`src/rtl/lcd_8080_pkg.sv`:
```
// Shared definitions for the 8080-style LCD read-back APB responder:
// FSM state encoding, APB register offsets, strobe idle levels, timer width
// and the access-legality helper used by the address decode.
package lcd_8080_pkg;

   localparam int unsigned CNT_W = 8;

   typedef logic [2:0] state_t;

   localparam state_t ST_IDLE   = 3'd0;
   localparam state_t ST_SETUP  = 3'd1;
   localparam state_t ST_STROBE = 3'd2;
   localparam state_t ST_HOLD   = 3'd3;
   localparam state_t ST_WRLOW  = 3'd4;
   localparam state_t ST_DONE   = 3'd5;

   localparam logic [1:0] ADDR_CMD    = 2'b00;
   localparam logic [1:0] ADDR_RDDATA = 2'b01;
   localparam logic [1:0] ADDR_STATUS = 2'b10;

   localparam logic CS_IDLE = 1'b1;
   localparam logic DC_IDLE = 1'b1;
   localparam logic RD_IDLE = 1'b1;
   localparam logic WR_IDLE = 1'b1;

   // CMD is write-only, RDDATA/STATUS are read-only, offset 0xC is reserved.
   function automatic logic access_legal(input logic [1:0] addr, input logic write);
      logic ok;
      case (addr)
         ADDR_CMD:    ok = write;
         ADDR_RDDATA: ok = !write;
         ADDR_STATUS: ok = !write;
         default:     ok = 1'b0;
      endcase
      return ok;
   endfunction

endpackage

```
`src/rtl/lcd_strobe_timer.sv`:
```
// Phase-length down-counter shared by the SETUP/STROBE/HOLD/WRLOW phases.
// Ports: clk_i, rst_ni (sync, active-low), load_i (start a phase of len_i
// cycles), len_i (phase length, >=1), expired_o (high on the phase's last cycle).
module lcd_strobe_timer
   import lcd_8080_pkg::*;
(
   input  logic             clk_i,
   input  logic             rst_ni,
   input  logic             load_i,
   input  logic [CNT_W-1:0] len_i,
   output logic             expired_o
);

   logic [CNT_W-1:0] cnt_q;
   logic             expired_q;

   // Counter holds remaining cycles minus one; expired flags the final cycle.
   always_ff @(posedge clk_i) begin
      if (!rst_ni) begin
         cnt_q     <= '0;
         expired_q <= 1'b0;
      end else if (load_i) begin
         cnt_q     <= len_i - CNT_W'(1);
         expired_q <= (len_i <= CNT_W'(1));
      end else if (cnt_q != '0) begin
         cnt_q     <= cnt_q - CNT_W'(1);
         expired_q <= (cnt_q == CNT_W'(1));
      end
   end

   assign expired_o = expired_q;

endmodule

```
`src/rtl/lcd_8080_rd_apb.sv`:
```
// APB3 responder that writes command bytes to and reads data bytes back from
// an 8080-style parallel LCD. CMD write sends a DC=0 byte; RDDATA read runs an
// RD-strobed cycle and returns the byte; STATUS returns the read counter.
// Ports: pclk_i/presetn_i (sync active-low reset); APB psel_i, penable_i,
// pwrite_i, paddr_i[3:2], pwdata_i[7:0], prdata_o, pready_o, pslverr_o;
// LCD data_i, data_o, data_oe_o, cs_o, dc_o, lcd_rd_o, lcd_wr_o.
// Build option: define LCD_RD_DUMMY_EN to discard one dummy byte on the first
// read after every command write.
module lcd_8080_rd_apb
   import lcd_8080_pkg::*;
#(
   parameter int unsigned G_DATA_WIDTH = 32,
   parameter int unsigned TURN_CYC     = 1,
   parameter int unsigned RD_LOW_CYC   = 4,
   parameter int unsigned RD_HIGH_CYC  = 2,
   parameter int unsigned WR_LOW_CYC   = 2
) (
   input  logic                    pclk_i,
   input  logic                    presetn_i,
   input  logic                    psel_i,
   input  logic                    penable_i,
   input  logic                    pwrite_i,
   input  logic [31:0]             paddr_i,
   input  logic [G_DATA_WIDTH-1:0] pwdata_i,
   output logic [G_DATA_WIDTH-1:0] prdata_o,
   output logic                    pready_o,
   output logic                    pslverr_o,
   input  logic [7:0]              data_i,
   output logic [7:0]              data_o,
   output logic                    data_oe_o,
   output logic                    cs_o,
   output logic                    dc_o,
   output logic                    lcd_rd_o,
   output logic                    lcd_wr_o
);

   state_t                  state_q, state_d;
   logic                    cs_q, cs_d, dc_q, dc_d, rd_q, rd_d, wr_q, wr_d, oe_q, oe_d;
   logic [7:0]              dout_q, dout_d, byte_q, byte_d;
   logic                    pready_q, pready_d, pslverr_q, pslverr_d;
   logic [G_DATA_WIDTH-1:0] prdata_q, prdata_d;
   logic [15:0]             rd_count_q, rd_count_d;
   logic                    is_wr_q, is_wr_d;
   logic                    load_c, expired;
   logic [CNT_W-1:0]        len_c;
   logic [1:0]              addr_c;
   logic                    unused_c;
`ifdef LCD_RD_DUMMY_EN
   logic                    dummy_pend_q, dummy_pend_d, extra_q, extra_d;
`endif

   assign addr_c   = paddr_i[3:2];
   assign unused_c = ^{paddr_i[31:4], paddr_i[1:0], pwdata_i[G_DATA_WIDTH-1:8]};

   lcd_strobe_timer u_timer (
      .clk_i     (pclk_i),
      .rst_ni    (presetn_i),
      .load_i    (load_c),
      .len_i     (len_c),
      .expired_o (expired)
   );

   // State and registered outputs; reset aborts any LCD cycle on the same edge.
   always_ff @(posedge pclk_i) begin
      if (!presetn_i) begin
         state_q    <= ST_IDLE;
         cs_q       <= CS_IDLE;
         dc_q       <= DC_IDLE;
         rd_q       <= RD_IDLE;
         wr_q       <= WR_IDLE;
         oe_q       <= 1'b0;
         dout_q     <= '0;
         byte_q     <= '0;
         pready_q   <= 1'b0;
         pslverr_q  <= 1'b0;
         prdata_q   <= '0;
         rd_count_q <= '0;
         is_wr_q    <= 1'b0;
`ifdef LCD_RD_DUMMY_EN
         dummy_pend_q <= 1'b0;
         extra_q      <= 1'b0;
`endif
      end else begin
         state_q    <= state_d;
         cs_q       <= cs_d;
         dc_q       <= dc_d;
         rd_q       <= rd_d;
         wr_q       <= wr_d;
         oe_q       <= oe_d;
         dout_q     <= dout_d;
         byte_q     <= byte_d;
         pready_q   <= pready_d;
         pslverr_q  <= pslverr_d;
         prdata_q   <= prdata_d;
         rd_count_q <= rd_count_d;
         is_wr_q    <= is_wr_d;
`ifdef LCD_RD_DUMMY_EN
         dummy_pend_q <= dummy_pend_d;
         extra_q      <= extra_d;
`endif
      end
   end

   // Next-state and next-output logic; outputs are computed for the state being entered.
   always_comb begin
      state_d    = state_q;
      cs_d       = cs_q;
      dc_d       = dc_q;
      rd_d       = rd_q;
      wr_d       = wr_q;
      oe_d       = oe_q;
      dout_d     = dout_q;
      byte_d     = byte_q;
      pready_d   = 1'b0;
      pslverr_d  = pslverr_q;
      prdata_d   = prdata_q;
      rd_count_d = rd_count_q;
      is_wr_d    = is_wr_q;
      load_c     = 1'b0;
      len_c      = '0;
`ifdef LCD_RD_DUMMY_EN
      dummy_pend_d = dummy_pend_q;
      extra_d      = extra_q;
`endif
      case (state_q)
         ST_IDLE: begin
            if (psel_i && penable_i) begin
               pslverr_d = 1'b0;
               if (!access_legal(addr_c, pwrite_i)) begin
                  state_d   = ST_DONE;
                  pready_d  = 1'b1;
                  pslverr_d = 1'b1;
                  prdata_d  = '0;
               end else if (addr_c == ADDR_STATUS) begin
                  state_d        = ST_DONE;
                  pready_d       = 1'b1;
                  prdata_d       = '0;
                  prdata_d[15:0] = rd_count_q;
               end else if (addr_c == ADDR_CMD) begin
                  state_d = ST_WRLOW;
                  load_c  = 1'b1;
                  len_c   = CNT_W'(WR_LOW_CYC);
                  cs_d    = 1'b0;
                  dc_d    = 1'b0;
                  oe_d    = 1'b1;
                  dout_d  = pwdata_i[7:0];
                  wr_d    = 1'b0;
                  is_wr_d = 1'b1;
`ifdef LCD_RD_DUMMY_EN
                  dummy_pend_d = 1'b1;
`endif
               end else begin
                  state_d = ST_SETUP;
                  load_c  = 1'b1;
                  len_c   = CNT_W'(TURN_CYC);
                  cs_d    = 1'b0;
                  dc_d    = 1'b1;
                  oe_d    = 1'b0;
                  is_wr_d = 1'b0;
`ifdef LCD_RD_DUMMY_EN
                  extra_d      = dummy_pend_q;
                  dummy_pend_d = 1'b0;
`endif
               end
            end
         end
         ST_SETUP: begin
            if (expired) begin
               state_d = ST_STROBE;
               load_c  = 1'b1;
               len_c   = CNT_W'(RD_LOW_CYC);
               rd_d    = 1'b0;
            end
         end
         ST_STROBE: begin
            // Capture on the last low cycle, i.e. at the edge that releases RD.
            if (expired) begin
               byte_d  = data_i;
               state_d = ST_HOLD;
               load_c  = 1'b1;
               len_c   = CNT_W'(RD_HIGH_CYC);
               rd_d    = RD_IDLE;
            end
         end
         ST_WRLOW: begin
            // Data stays driven through HOLD to give the panel hold time.
            if (expired) begin
               state_d = ST_HOLD;
               load_c  = 1'b1;
               len_c   = CNT_W'(RD_HIGH_CYC);
               wr_d    = WR_IDLE;
            end
         end
         ST_HOLD: begin
            if (expired) begin
`ifdef LCD_RD_DUMMY_EN
               if (extra_q) begin
                  extra_d = 1'b0;
                  state_d = ST_STROBE;
                  load_c  = 1'b1;
                  len_c   = CNT_W'(RD_LOW_CYC);
                  rd_d    = 1'b0;
               end else
`endif
               begin
                  state_d   = ST_DONE;
                  cs_d      = CS_IDLE;
                  dc_d      = DC_IDLE;
                  oe_d      = 1'b0;
                  dout_d    = '0;
                  pready_d  = 1'b1;
                  pslverr_d = 1'b0;
                  prdata_d  = '0;
                  if (!is_wr_q) begin
                     prdata_d[7:0] = byte_q;
                     rd_count_d    = rd_count_q + 16'd1;
                  end
               end
            end
         end
         ST_DONE: begin
            state_d   = ST_IDLE;
            pslverr_d = 1'b0;
         end
         default: state_d = ST_IDLE;
      endcase
   end

   assign prdata_o  = prdata_q;
   assign pready_o  = pready_q;
   assign pslverr_o = pslverr_q;
   assign data_o    = dout_q;
   assign data_oe_o = oe_q;
   assign cs_o      = cs_q;
   assign dc_o      = dc_q;
   assign lcd_rd_o  = rd_q;
   assign lcd_wr_o  = wr_q;

endmodule

```
`config.mk`:
```
export PLATFORM = sky130hd
export DESIGN_NAME = lcd_8080_rd_apb
export DESIGN_NICKNAME = d
export VERILOG_FILES = /design/src/rtl/lcd_8080_pkg.sv /design/src/rtl/lcd_strobe_timer.sv /design/src/rtl/lcd_8080_rd_apb.sv
export SDC_FILE = /design/constraint.sdc
export NUM_CORES = 1
export LEC_CHECK = 0
export CORE_AREA = 2 2 103 105
export CTS_CLUSTER_DIAMETER = 100
export DETAILED_ROUTE_END_ITERATION = 8
export DIE_AREA = 0 0 105 107
export SKIP_CTS_REPAIR_TIMING = 1
export SLEW_MARGIN = 20
export SYNTH_ARGS = -nofsm -noshare
export SYNTH_HDL_FRONTEND = slang
export SYNTH_SLANG_ARGS = --single-unit
```
`constraint.sdc`:
```
create_clock -name pclk_i -period 5.3 [get_ports pclk_i]
set_input_delay 1.06 -clock pclk_i [delete_from_list [all_inputs] [get_ports pclk_i]]
set_output_delay 1.06 -clock pclk_i [all_outputs]
set_load 0.01 [all_outputs]
```
* Word level (Yosys, flattened, before mapping) *
Index checks and enable logic that the tools add are counted.

word-level totals
  register bits after elaboration = 84
  input bits = 77
  output and inout bits = 47
  word-level logic and storage cells = 130

cells by class
  $add $sub $neg = 3
  order comparisons = 1
  equality and inequality tests = 18
  multiplexer cells = 68
  bitwise operators = 2
  reduce and logical (&&, ||, !) cells = 23

operators with widths
  operator                                          count
  two-way mux 32 bit                                4
  two-way mux 8 bit                                 8
  case mux 32 bit (2 select lines)                  1
  two-way mux 1 bit                                 30
  two-way mux 3 bit                                 8
  adder 16 x 1 -> 16 bit, second input constant     1
  case mux 1 bit (2 select lines)                   8
  case mux 8 bit (2 select lines)                   1
  case mux 3 bit (4 select lines)                   1
  AND reduction 4 bit                               3
  AND reduction 6 bit                               2
  two-way mux 2 bit                                 5
  != test 2 x 1 -> 1 bit, second input constant     5
  case mux 3 bit (3 select lines)                   1
  AND reduction 3 bit                               3
  == test 8 x 1 -> 1 bit, second input constant     1
  != test 2 bit, second input constant              4
  nonzero test 2 bit                                4
  nonzero test 8 bit                                1
  subtractor 8 x 1 -> 8 bit, second input constant  1
  == test 3 x 2 -> 1 bit, second input constant     2
  == test 3 bit, second input constant              2
  AND reduction 5 bit                               1
  OR reduction 2 bit                                2
  other kinds (15)                                  16

* Logic depth before layout (Yosys ltp) *
  depth in word-level cells = 10
  mapped depth = 9

* By module *
A second synthesis with hierarchy kept.

second synthesis, totals
  cell total of the unflattened synthesis = 419
  area total of the unflattened synthesis = 3583.4 µm²

by module, submodules not included
  module            instances  cells each  area an instance (µm²)
  lcd_8080_rd_apb   1          342         2935.3
  lcd_strobe_timer  1          77          648.1

* Least setup slack after synthesis *
OpenSTA, ideal clock, no wires.

  path type = input to register
  start point = input paddr_i[2]
  end point = register prdata_q[7] (netlist: prdata_o[7])
  setup time = 0.116 ns
  arrival = 2.706 ns
  setup slack = 2.479 ns
  stages on the path = 8
  path buffers = 2
  cells stage by stage = inv_1 > ha_1 > mux2_2 > a211o_4 > a21o_1 > buf_6 > buf_6 > a31o_1

between the ends
  word-level cells in the longest chain between the ends = 8
  elaborated cells between the ends (all ways) = 12
  classes of those cells = eq/ne (3); mux (6); reduce/logical (3)

RTL lines
  element                                                  RTL line                                    RTL
  start: declaration                                       lcd_8080_rd_apb.sv:23                       input logic [31:0] paddr_i,
  == test 2 bit or == test 2 x 1 -> 1 bit (tied branches)  lcd_8080_pkg.sv:29, lcd_8080_rd_apb.sv:134
  OR reduction 2 bit (no line)                             -
  case mux 1 bit (2 select lines)                          lcd_8080_pkg.sv:29                          case (addr)
  two-way mux 1 bit                                        lcd_8080_rd_apb.sv:127                      if (psel_i && penable_i) begin
  two-way mux 1 bit                                        lcd_8080_rd_apb.sv:125                      case (state_q)
  two-way mux 32 bit                                       lcd_8080_rd_apb.sv:129                      if (!access_legal(addr_c, pwrite_i)) begin
  two-way mux 32 bit                                       lcd_8080_rd_apb.sv:127
  case mux 32 bit (2 select lines)                         lcd_8080_rd_apb.sv:125
  end signal: assignment                                   lcd_8080_rd_apb.sv:94                       prdata_q <= prdata_d;
  end: declaration                                         lcd_8080_rd_apb.sv:41                       logic [G_DATA_WIDTH-1:0] prdata_q, prdata_d;

Several ways; a longest one is shown, not always the timed one. The select of a mux whose other input is x is not followed.
A chain may end at the register's enable or synchronous reset.

* Worst setup path after layout *
  start point = input paddr_i[3]
  end point = register u_timer.cnt_q[2]

between the ends
  word-level cells in the longest chain between the ends = 10
  elaborated cells between the ends (all ways) = 19
  classes of those cells = add/sub (1); eq/ne (2); mux (13); reduce/logical (3)

RTL lines
  element                                                  RTL line                                    RTL
  == test 2 bit or == test 2 x 1 -> 1 bit (tied branches)  lcd_8080_pkg.sv:29, lcd_8080_rd_apb.sv:134
  OR reduction 2 bit (no line)                             -
  case mux 1 bit (2 select lines)                          lcd_8080_pkg.sv:29
  two-way mux 1 bit                                        lcd_8080_rd_apb.sv:127
  two-way mux 1 bit                                        lcd_8080_rd_apb.sv:125
  two-way mux 2 bit                                        lcd_8080_rd_apb.sv:129
  two-way mux 2 bit                                        lcd_8080_rd_apb.sv:127
  case mux 3 bit (3 select lines)                          lcd_8080_rd_apb.sv:125
  subtractor 3 x 1 -> 4 bit                                lcd_strobe_timer.sv:23                      cnt_q <= len_i - CNT_W'(1);
  two-way mux 8 bit                                        lcd_strobe_timer.sv:22                      end else if (load_i) begin
  end signal: assignment                                   lcd_strobe_timer.sv:23
  end signal: assignment                                   lcd_strobe_timer.sv:26                      cnt_q <= cnt_q - CNT_W'(1);
  end: declaration                                         lcd_strobe_timer.sv:14                      logic [CNT_W-1:0] cnt_q;

Several ways; a longest one is shown, not always the timed one. The select of a mux whose other input is x is not followed.

==> impl_metrics.env <==
export IMPL_p_seq_share_pct=42.2
export IMPL_drive_gt1_share_pct=8.09
export IMPL_synth_edf_count=0
export IMPL_yosysTopAreaCellShare_pct=39.1
export IMPL_dieArea_sq_um=11200
export IMPL_clockRootBuffer="clkbuf_8"
export IMPL_cts_tree="done"
export IMPL_r2r_cells=4
export IMPL_core_area_sq_um=10100
export IMPL_yosys_top_cells_area="dfxtp_1, mux2i_1, nand2_1"
export IMPL_slowest_stage="ha_1"
export IMPL_swShare_pct=33.9
export IMPL_cp_top_family="adder cells"
export IMPL_ff_latch_area_sq_um=1360
export IMPL_max_slew_margin_pct=47.1
export IMPL_fillers=1059
export IMPL_finalCritPeriodShare_pct=68.7
export IMPL_worstPathMaxFanout=24
export IMPL_crit_type="input pin to flip-flop"
export IMPL_layout_commonest_cell="dfxtp_1"
export IMPL_setup_viol=0
export IMPL_syn_area_sq_um=3480
export IMPL_power_density_nw_per_um2=362
export IMPL_path_cells="clkdlybuf4s50_1, inv_1, ha_1, mux2i_1, nor4_2, buf_4, nand2b_1, ha_1, xor2_1, a21oi_1, a311oi_1"
export IMPL_ys_seq_area_share_pct=39.1
export IMPL_finClkSkew_ns=0.00943
export IMPL_dr_pass1_iters=4
export IMPL_nNetsFinal=525
export IMPL_htreeDepth=3
export IMPL_power_switching_uw=520
export IMPL_rr_endpoint="rd_count_q[15]"
export IMPL_syn_mean_instance_area_sq_um=8.67
export IMPL_ys_warn_count=0
export IMPL_die_h_um=107
export IMPL_drtIter0Drc=147
export IMPL_mostFrequentLayoutCells="dfxtp_1, clkdlybuf4s50_1, nand2_1, nor2_1, a21oi_1"
export IMPL_worst_slew_pin_slew_ns=0.792
export IMPL_worstHoldStart="prdata_o[14]"
export IMPL_synth_cell_types=58
export IMPL_clkLatencyLatePin_ns=0.35
export IMPL_clkSinkCount=68
export IMPL_start_util_pct=34.5
export IMPL_grt_pass1_vias=2854
export IMPL_pwr_share_clk_pct=30.5
export IMPL_dp_hpwl_um=5570
export IMPL_finalWirelength_um=8170
export IMPL_multi_input_area_sq_um=1900
export IMPL_port_buffers=53
export IMPL_p_leak_uw=0.00151
export IMPL_synthFlopType="dfxtp_1"
export IMPL_path_buf_inv=3
export IMPL_worstPathRequired_ns=5.56
export IMPL_hp_class="flip-flop to flip-flop"
export IMPL_die_x_um=105
export IMPL_whs_path_depth=2
export IMPL_diodes=0
export IMPL_viasPerCell=5.12
export IMPL_start_kind="input pin"
export IMPL_layout_min_cycle_time_ns=3.64
export IMPL_antenna_found_initial=0
export IMPL_grt_max_degree=37
export IMPL_cp_common_cell="ha_1"
export IMPL_postLayoutCoreUtil_pct=41.9
export IMPL_drc=0
export IMPL_setup_tns_ns=0
export IMPL_synth_seq_cells=68
export IMPL_syn_instance_count=402
export IMPL_maxCapViolCount=0
export IMPL_async_flop_share_pct=0
export IMPL_groute_usage_overall_pct=15.3
export IMPL_slew_violations=0
export IMPL_grt_pass1_wl_um=13700
export IMPL_max_freq_ghz=0.274
export IMPL_hold_violations=0
export IMPL_via_count=2977
export IMPL_status="completed"
export IMPL_crit_arrival_ns=3.90
export IMPL_combPwrFrac_pct=27.3
export IMPL_gp_congestion=0.814
export IMPL_slowest_delay_ns=0.67
export IMPL_routedWlPerCell_um=14.1
export IMPL_pin_count=124
export IMPL_hold_end="prdata_o[14]"
export IMPL_cts_buffers=9
export IMPL_path_depth=11
export IMPL_antenna_left=0
export IMPL_grt_overflow_total=0
export IMPL_grt_setup_unrepaired="no"
export IMPL_regToRegSetupSlack_ns=2.79
export IMPL_clockBufferDepth=2
export IMPL_synthToLayoutAreaGrowth_pct=21.5
export IMPL_yosys_area_top_type="dfxtp_1"
export IMPL_intPower_uw=1010
export IMPL_rows=37
export IMPL_peakVddDrop_v=0.000142
export IMPL_rr_startpoint="state_q[2]"
export IMPL_clk_pin_slew_ns=0.07
export IMPL_end_kind="flip-flop"
logic make-up (layout without fill, tap and decap cells):
kind of cell	count (synthesis)	after routing	share of synthesized area, %
buffers and inverters	52	80	8.15
AND/OR/NAND/NOR	146	146	21.8
other	1	16	0.108
AO/OA/AOI/OAI	96	96	19.6
adder cells (fa/ha/maj)	7	7	2.51
flip-flops	68	68	39.1
multiplexers	20	20	5.78
XOR/XNOR	12	12	3.02
tightest hold or removal path, stage by stage (launching register included):
cell	delay (ns)
dfxtp_1	0.31
nand2_1	0.05
mux2i_1	0.05
sequential cells by signal, summed over array words and instances (netlist names):
name               cells
rd_count_q            16
u_timer.expired_o      1
pready_o               1
pslverr_o              1
lcd_wr_o               1
data_o                 8
prdata_o              16
state_q                3
data_oe_o              1
u_timer.cnt_q          8
cs_o                   1
byte_q                 8
dc_o                   1
is_wr_q                1
lcd_rd_o               1
stage by stage:
| step | worst slack, ns | std cells | power (uW) | cell area (sq um) | hold WS, ns |
|---|---|---|---|---|---|
| final | 1.66 | 581 | 1530 | 4230 | 0.459 |
| after global routing | 1.36 | 581 | 1630 | 4230 | 0.482 |
| after CTS | 1.64 | 581 | 1540 | 4230 | 0.465 |
| after detailed placement | 1.26 | 566 | 1070 | 4020 | 0.451 |
| after global placement | 1.36 | 566 | 1050 | 4020 | 0.445 |
| after floorplan | 2.48 | 417 | 982 | 3540 | 0.443 |
final cells by class:
| type | instances | area share (%) |
|---|---|---|
| inverter | 9 | 0.798 |
| clock inverter | 6 | 2.13 |
| sequential | 68 | 32.2 |
| clock buffer | 9 | 2.93 |
| timing repair buffer | 56 | 13.1 |
| tap | 136 | 4.02 |
| multi-input combinational | 297 | 44.9 |
worst max-delay path by stage:
stage | start | to
6_report | paddr_i[3] | u_timer.cnt_q[2]
3_3_place_gp | paddr_i[2] | u_timer.cnt_q[2]
5_1_grt | paddr_i[3] | u_timer.cnt_q[2]
4_1_cts | paddr_i[3] | u_timer.cnt_q[2]
2_1_floorplan | paddr_i[2] | prdata_o[7]
3_5_place_dp | paddr_i[3] | u_timer.cnt_q[2]
Yosys cell counts, types with 7 or more instances:
| cell type | number |
|---|---|
| mux2i_1 | 19 |
| a32oi_1 | 8 |
| nand2_1 | 44 |
| nor2_1 | 29 |
| a21o_1 | 12 |
| a31o_2 | 8 |
| nand2b_1 | 8 |
| clkbuf_1 | 15 |
| xnor2_1 | 7 |
| dfxtp_1 | 68 |
| a2111oi_0 | 8 |
| buf_4 | 16 |
| ha_1 | 7 |
| nand4_1 | 8 |
| a21oi_1 | 27 |
| o21ai_0 | 13 |
| nand3_1 | 17 |
| inv_1 | 9 |
layer usage:
metal	track usage [%]	vias to the layer above	wire [um]
met3	3.22	11	364
li1	-	1503	-
met4	6.29	0	148
met1	19.9	1380	3930
met2	24.7	83	3730
met5	0	-	0
power groups by stage:
| stage | Combinational, uW | Sequential, uW | Clock (uW) |
|---|---|---|---|
| after floorplan | 370 | 612 | 0 |
| after global placement | 401 | 650 | 0 |
| after detailed placement | 414 | 657 | 0 |
| after CTS | 418 | 645 | 480 |
| after global routing | 470 | 658 | 504 |
| final | 419 | 647 | 467 |
Note: power is estimated with default switching activity, not from simulation.
